`config.mk`:
```
export PLATFORM = sky130hd
export DESIGN_NAME = sync_fifo_core
export DESIGN_NICKNAME = d
export VERILOG_FILES = /design/src/rtl/sync_fifo_core.sv
export SDC_FILE = /design/constraint.sdc
export NUM_CORES = 1
export LEC_CHECK = 0
export CORE_MARGIN = 2
export CORE_UTILIZATION = 58
export CTS_CLUSTER_SIZE = 30
export DETAILED_ROUTE_END_ITERATION = 7
export PLACE_DENSITY = 0.83
export RECOVER_POWER = 25
export SLEW_MARGIN = 20
export SYNTH_ARGS = -nofsm -noshare
export SYNTH_HDL_FRONTEND = slang
export SYNTH_SLANG_ARGS = --single-unit
```
`constraint.sdc`:
```
create_clock -name clk -period 3.3 [get_ports clk]
set_clock_uncertainty 0.05 [all_clocks]
set_input_delay 0.66 -clock clk [delete_from_list [all_inputs] [get_ports clk]]
set_output_delay 0.66 -clock clk [all_outputs]
set_load 0.02 [all_outputs]
```
`src/rtl/sync_fifo_core.sv`:
```
// Single-clock FIFO of FIFO_DEPTH words with registered status and count-derived level flags.
// Latency: one cycle from accepted rd_en to data_out; wr_ack/overflow/underflow report the prior cycle.
// Backpressure: writes are dropped while full (overflow) and reads are dropped while empty (underflow).
module sync_fifo_core #(
    parameter int FIFO_WIDTH      = 16,
    parameter int FIFO_DEPTH      = 8,
    parameter int ALMOSTFULL_LVL  = FIFO_DEPTH - 1,
    parameter int ALMOSTEMPTY_LVL = 1
) (
    input  logic                        clk,
    input  logic                        rst,
    input  logic [FIFO_WIDTH-1:0]       data_in,
    input  logic                        wr_en,
    input  logic                        rd_en,
    output logic [FIFO_WIDTH-1:0]       data_out,
    output logic                        wr_ack,
    output logic                        overflow,
    output logic                        underflow,
    output logic                        full,
    output logic                        almostfull,
    output logic                        empty,
    output logic                        almostempty,
    output logic [$clog2(FIFO_DEPTH):0] count
);

    localparam int PTR_W = $clog2(FIFO_DEPTH);
    localparam int CNT_W = PTR_W + 1;

    localparam logic [PTR_W-1:0] PTR_LAST  = PTR_W'(FIFO_DEPTH - 1);
    localparam logic [CNT_W-1:0] CNT_FULL  = CNT_W'(FIFO_DEPTH);
    localparam logic [CNT_W-1:0] CNT_AFULL = CNT_W'(ALMOSTFULL_LVL);
    localparam logic [CNT_W-1:0] CNT_AEMPT = CNT_W'(ALMOSTEMPTY_LVL);

    logic [FIFO_WIDTH-1:0] mem [FIFO_DEPTH];
    logic [PTR_W-1:0]      wr_ptr;
    logic [PTR_W-1:0]      rd_ptr;
    logic                  wr_acc;
    logic                  rd_acc;

    // Level flags depend only on count so non-power-of-two depths behave identically.
    assign full        = (count == CNT_FULL);
    assign almostfull  = (count == CNT_AFULL);
    assign empty       = (count == '0);
    assign almostempty = (count == CNT_AEMPT);

    assign wr_acc = wr_en && !full;
    assign rd_acc = rd_en && !empty;

    // Storage is left uninitialised across reset; the pointers make stale words unreachable.
    always_ff @(posedge clk) begin
        if (!rst && wr_acc) begin
            mem[wr_ptr] <= data_in;
        end
    end

    always_ff @(posedge clk) begin
        if (rst) begin
            wr_ptr    <= '0;
            rd_ptr    <= '0;
            count     <= '0;
            data_out  <= '0;
            wr_ack    <= 1'b0;
            overflow  <= 1'b0;
            underflow <= 1'b0;
        end else begin
            wr_ack    <= wr_acc;
            overflow  <= wr_en && full;
            underflow <= rd_en && empty;

            if (wr_acc) begin
                wr_ptr <= (wr_ptr == PTR_LAST) ? '0 : wr_ptr + 1'b1;
            end

            if (rd_acc) begin
                data_out <= mem[rd_ptr];
                rd_ptr   <= (rd_ptr == PTR_LAST) ? '0 : rd_ptr + 1'b1;
            end

            unique case ({wr_acc, rd_acc})
                2'b10:   count <= count + 1'b1;
                2'b01:   count <= count - 1'b1;
                default: count <= count;
            endcase
        end
    end

endmodule

```
Word level (Yosys, flattened, before mapping)
Memories as Yosys holds them, arrays and structs flattened. A register that Yosys moved wholly into a read port is not among the register bits.
Index checks and enable logic that the tools add are counted.
Cells by class
  bitwise gates (word level): 0
  equal/unequal tests: 7
  reduce and logical (&&, ||, !) cells: 10
  multipliers: 0
  div/mod/pow operators: 0
  multiplexer cells: 5
  add/subtract/negate cells: 4
  shift operators: 0
  order comparisons: 0
Operator list (count)
  case mux 4 bit (2 select lines): 1
  adder 3 x 1 -> 3 bit, second input constant: 2
  equality test 3 bit, second input constant: 2
  2-to-1 mux 3 bit: 2
  logical AND 1 bit: 5
  adder 4 x 1 -> 4 bit, second input constant: 1
  equality test 4 x 1 -> 1 bit, second input constant: 1
  equality test 4 x 3 -> 1 bit, second input constant: 1
  equality test 4 bit, second input constant: 1
  logical NOT 4 bit: 1
  subtractor 4 x 1 -> 4 bit, second input constant: 1
  logical NOT 1 bit: 3
  equality test 2 x 1 -> 1 bit, second input constant: 1
  equality test 2 bit, second input constant: 1
  2-to-1 mux 1 bit: 2
  nonzero test 2 bit: 1
Word-level totals
  bits of input ports: 20
  word-level logic and storage cells: 33
  output and inout bits: 27
  latch bits: 0
  RAM bits: 128
  memories: 1
  register bits after elaboration: 13
  ROM bits: 0
Memories
  mem: depth 8, bits a word 16, read ports 1, clocked after Yosys merged registers in 1, write ports 1, line 34  | logic [FIFO_WIDTH-1:0] mem [FIFO_DEPTH];

Logic depth before layout (Yosys ltp)
Gate-level depths: netlist of run 1.
  depth after elaboration: 6
  mapped depth: 11
  depth with buffers taken out: 10

Least setup slack after synthesis of run 1
OpenSTA, ideal clock, no wires.
  kind: reg-to-reg
  start point: register count[0]
  end point: memory mem[0][0], enable pin
  path buffers: 0
  library setup time: 0.409 ns
  required time: 2.841 ns
  arrival time: 2.671 ns
  stages on the path, launching flop included: 7
  period minus slack after synthesis: 3.131 ns
  slack: 0.169 ns
  path through: dfxtp_1 > inv_1 > ha_1 > nand3b_1 > inv_1 > or3_1 > nor3_1
Between the ends
  longest elaborated chain between the ends: 6
RTL lines
  from (decl): line 23  | output logic [$clog2(FIFO_DEPTH):0] count
  from (signal assigned): line 80  | 2'b10: count <= count + 1'b1;
  from (signal assigned): line 81  | 2'b01: count <= count - 1'b1;
  from (signal assigned): line 82  | default: count <= count;
  equality test 4 bit: line 41  | assign full = (count == CNT_FULL);
  via full: line 19  | output logic full,
  logical NOT 1 bit: line 46  | assign wr_acc = wr_en && !full;
  logical AND 1 bit: line 46
  logical AND 1 bit: line 51  | if (!rst && wr_acc) begin
  2-to-1 mux 1 bit: line 51
  2-to-1 mux 1 bit (not written as such): line 52  | mem[wr_ptr] <= data_in;
  to (decl): line 34
The timed path passes the listed nets, and every way through them passes these cells.

Worst setup path after layout of run 1
  start point: register count[1]
  end point: output empty
Between the ends
  longest elaborated chain between the ends: 1
RTL lines
  logical NOT 4 bit: line 43  | assign empty = (count == '0);
  to (decl): line 21  | output logic empty,
Every way passes these cells.

==> flow_metrics.tcl, run 1 <==
set metrics [dict create \
    hp-class "flop to flop" \
    cts_buffers 17 \
    ys_ff_latch 157 \
    final-hold-violation-count 0 \
    p_per_area_mw_per_mm2 730 \
    io_buffers 46 \
    clk-insertion-delay-late_ns 0.52 \
    vias 3425 \
    cp-end-kind "output port" \
    avgSynthCellArea_sq_um 16.6 \
    cts_setup_buffers 0 \
    rows 37 \
    ioPinCount 47 \
    slew_viol_final 0 \
    die_h_um 106 \
    cts.sinks 157 \
    max_freq_mhz 319 \
    cts_htree_levels 4 \
    place_area_sq_mm 0.00673 \
    grt_overflow 0 \
    cts_tree "done" \
    ant_nets 0 \
    grt_pass1_wl_um 18900 \
    crit_fanout 6 \
    path_buf_inv 3 \
    crit_start "count[1]$_SDFFE_PP0P_" \
    min_from "data_out[11]$_SDFFE_PP0P_" \
    peakVddDrop_mv 0.403 \
    slew_headroom 0.337 \
    dieArea_sq_mm 0.0113 \
    syn_to_final_growth_pct 20.7 \
    dp_hpwl_um 6790 \
    cts_resized 0 \
    fin_crit_sh 0.950 \
    synth-edff-count 128 \
    drt_wl_total_um 12100 \
    clock_path_buffers 2 \
    fin_setup_tns_ns 0 \
    status "completed" \
    slowest_stage "clkdlybuf4s50_1" \
    synth_nets 392 \
    cp_data_required_time_ns 2.59 \
    initial_core_util 0.592 \
    startpoint_type "flop" \
    nFillCells 607 \
    ys_warn_count 0 \
    grt_start_max_net_pins 47 \
    setup_violations 0 \
    critPathMaxStageDelay_ns 0.60 \
    synthDistinctLibCells 32 \
    finalPower_w 0.00534 \
    routabilityCongestion 0.796 \
    drc_errors 0 \
    ys.flop_type "edfxtp_1" \
    cts_root_buf "clkbuf_8" \
    cts.clk_slew.worst_paths_ns 0.07 \
    layout.nets 455 \
    rrSetupSlack_ns 0.62 \
    grt_pass1_vias 3480 \
    tightest_slew_ns 0.990 \
    diodes 0 \
    min_period_ns 3.14 \
    drt_iter0_drc 239 \
    cts_hold_buf 0 \
    chipWidth_um 106 \
    async_reset_ff_frac 0 \
    worstRegToRegCells 10 \
    p_leak_nw 2.41 \
    stdcell_area_sq_mm 0.00731 \
    track_usage 0.229 \
    netlist_area_sq_mm 0.00606 \
    arrival_ns 2.43 \
    reg2reg_from "count[0]$_SDFFE_PP0P_" \
    routedWlPerCell_um 21.1 \
    min_to "data_out[11]$_SDFFE_PP0P_" \
    vias_per_cell 5.95 \
    holdPathStages 1 \
    drive_gt1_frac 0.127 \
    ys_seq_area_frac 0.730 \
    rsz0062_at_grt "no" \
    firstDrtPassIters 5 \
    worstPathCellList "inv_1 -> ha_1 -> or3b_1 -> inv_2 -> clkdlybuf4s50_1" \
    setup.worst_path.class "flop to output port" \
    core_sq_mm 0.0102 \
    cp_top_family "buffers and inverters" \
    cap_viol_max_count 0 \
    synth_cells 364 \
    grt_antenna_before_repair 0 \
    r2r-end "count[3]$_SDFFE_PP0P_" \
]
[registers in the layout (all words and copies together), names as in the netlist]
signal	count
overflow	1
wr_ptr	3
underflow	1
data_out	16
count	4
rd_ptr	3
wr_ack	1
mem	128
[where the power goes]
part	internal, W	total (W)	switching, W
logic	0.000498	0.000999	0.000501
clock network	0.00111	0.00191	0.000800
registers	0.00226	0.00243	0.000172
total	0.00386	0.00534	0.00147
[worst max path at each step]
stage	cells past startpoint	slack [ns]	endpoint
after global routing	5	0.04	empty
after detailed placement	8	0.54	count[3]$_SDFFE_PP0P_
after global placement	8	0.64	count[3]$_SDFFE_PP0P_
after floorplan	6	0.17	mem[0][0]$_DFFE_PP_
after CTS	5	0.17	empty
final	5	0.16	empty
[cells in the mapped netlist (2+ instances only)]
cell type    n  area, sq um
edfxtp_1   128         3840
mux2i_1     65          651
a22oi_1     32          240
dfxtp_1     29          581
a32o_1      16          160
nor2_1      14         52.6
nand2_1     11         41.3
a21oi_1      8         40.0
ha_1         8          100
clkbuf_1     6         22.5
buf_2        5         25.0
buf_4        5         37.5
inv_1        4         15.0
nand2b_1     4         25.0
or3_1        4         25.0
buf_6        3         33.8
nand4b_1     3         26.3
nand3_1      2         10.0
nor2b_1      2         12.5
nor3_1       2         10.0
xor2_1       2         17.5
[final cells by class]
cell class	instances	area, sq um	area share
Sequential cell	157	4430	0.605
Multi-Input combinational cell	183	1510	0.206
Timing Repair Buffer	63	601	0.0821
Clock buffer	18	428	0.0585
Tap cell	136	170	0.0233
Clock inverter	14	160	0.0219
Inverter	5	18.8	0.00257
[per-layer routing]
| metal | up-vias | global-route usage | routed length [um] |
|---|---|---|---|
| met2 | 122 | 0.383 | 6350 |
| met4 | 0 | 0.104 | 325 |
| met5 | - | 0 | 0 |
| met1 | 1708 | 0.281 | 4860 |
| met3 | 27 | 0.0607 | 601 |
| li1 | 1568 | - | - |
[cells in the final DEF (no fill, tap or decap), types with 2 or more instances in the layout]
master and count:
a22oi_1 32, clkbuf_8 2, bufinv_16 2, ha_1 8
nand2_1 11, a21oi_1 8, dlygate4sd3_1 11, clkinvlp_4 4
nor3_2 2, nand4b_1 3, clkdlybuf4s50_1 35, mux2i_1 65
nand3_1 2, dfxtp_1 28, clkinv_4 4, clkbuf_16 16
nor2_1 14, inv_6 4, inv_1 4, a32o_1 16
buf_4 16, xor2_1 2, edfxtp_1 128, or3_1 4
nand2b_1 4
[logic make-up after synthesis]
kind of cell               after synthesis  synth area share
muxes                                   65             0.107
xor gates and xnor gates                 3           0.00434
DFF                                    157             0.730
and+or+nand+nor                         48            0.0411
buffers and inverters                   24            0.0227
AOI/OAI and AO/OA                       59            0.0775
adders and majority gates                8            0.0165
[through the flow]
stage / utilization / instances / setup slack (ns) / hold WS (ns)
finish: 0.715 / 576 / 0.164 / 0.418
global route: 0.715 / 576 / 0.0410 / 0.435
CTS: 0.715 / 576 / 0.168 / 0.422
detailed placement: 0.657 / 544 / 0.540 / 0.407
global placement: 0.657 / 544 / 0.643 / 0.402
floorplan: - / 364 / 0.169 / 0.420
Power figures use the tool's default switching activity.
==> run 2, diff against run 1 <==
- CTS_CLUSTER_SIZE: 30 -> 14
==> results of run 2 <==
Final layout, timing and power as in run 1 (identical DEF).
==> run 3, diff against run 2 <==
- CTS_CLUSTER_DIAMETER: default -> 100
==> results of run 3 <==
Final layout, timing and power as in run 1 (identical DEF).
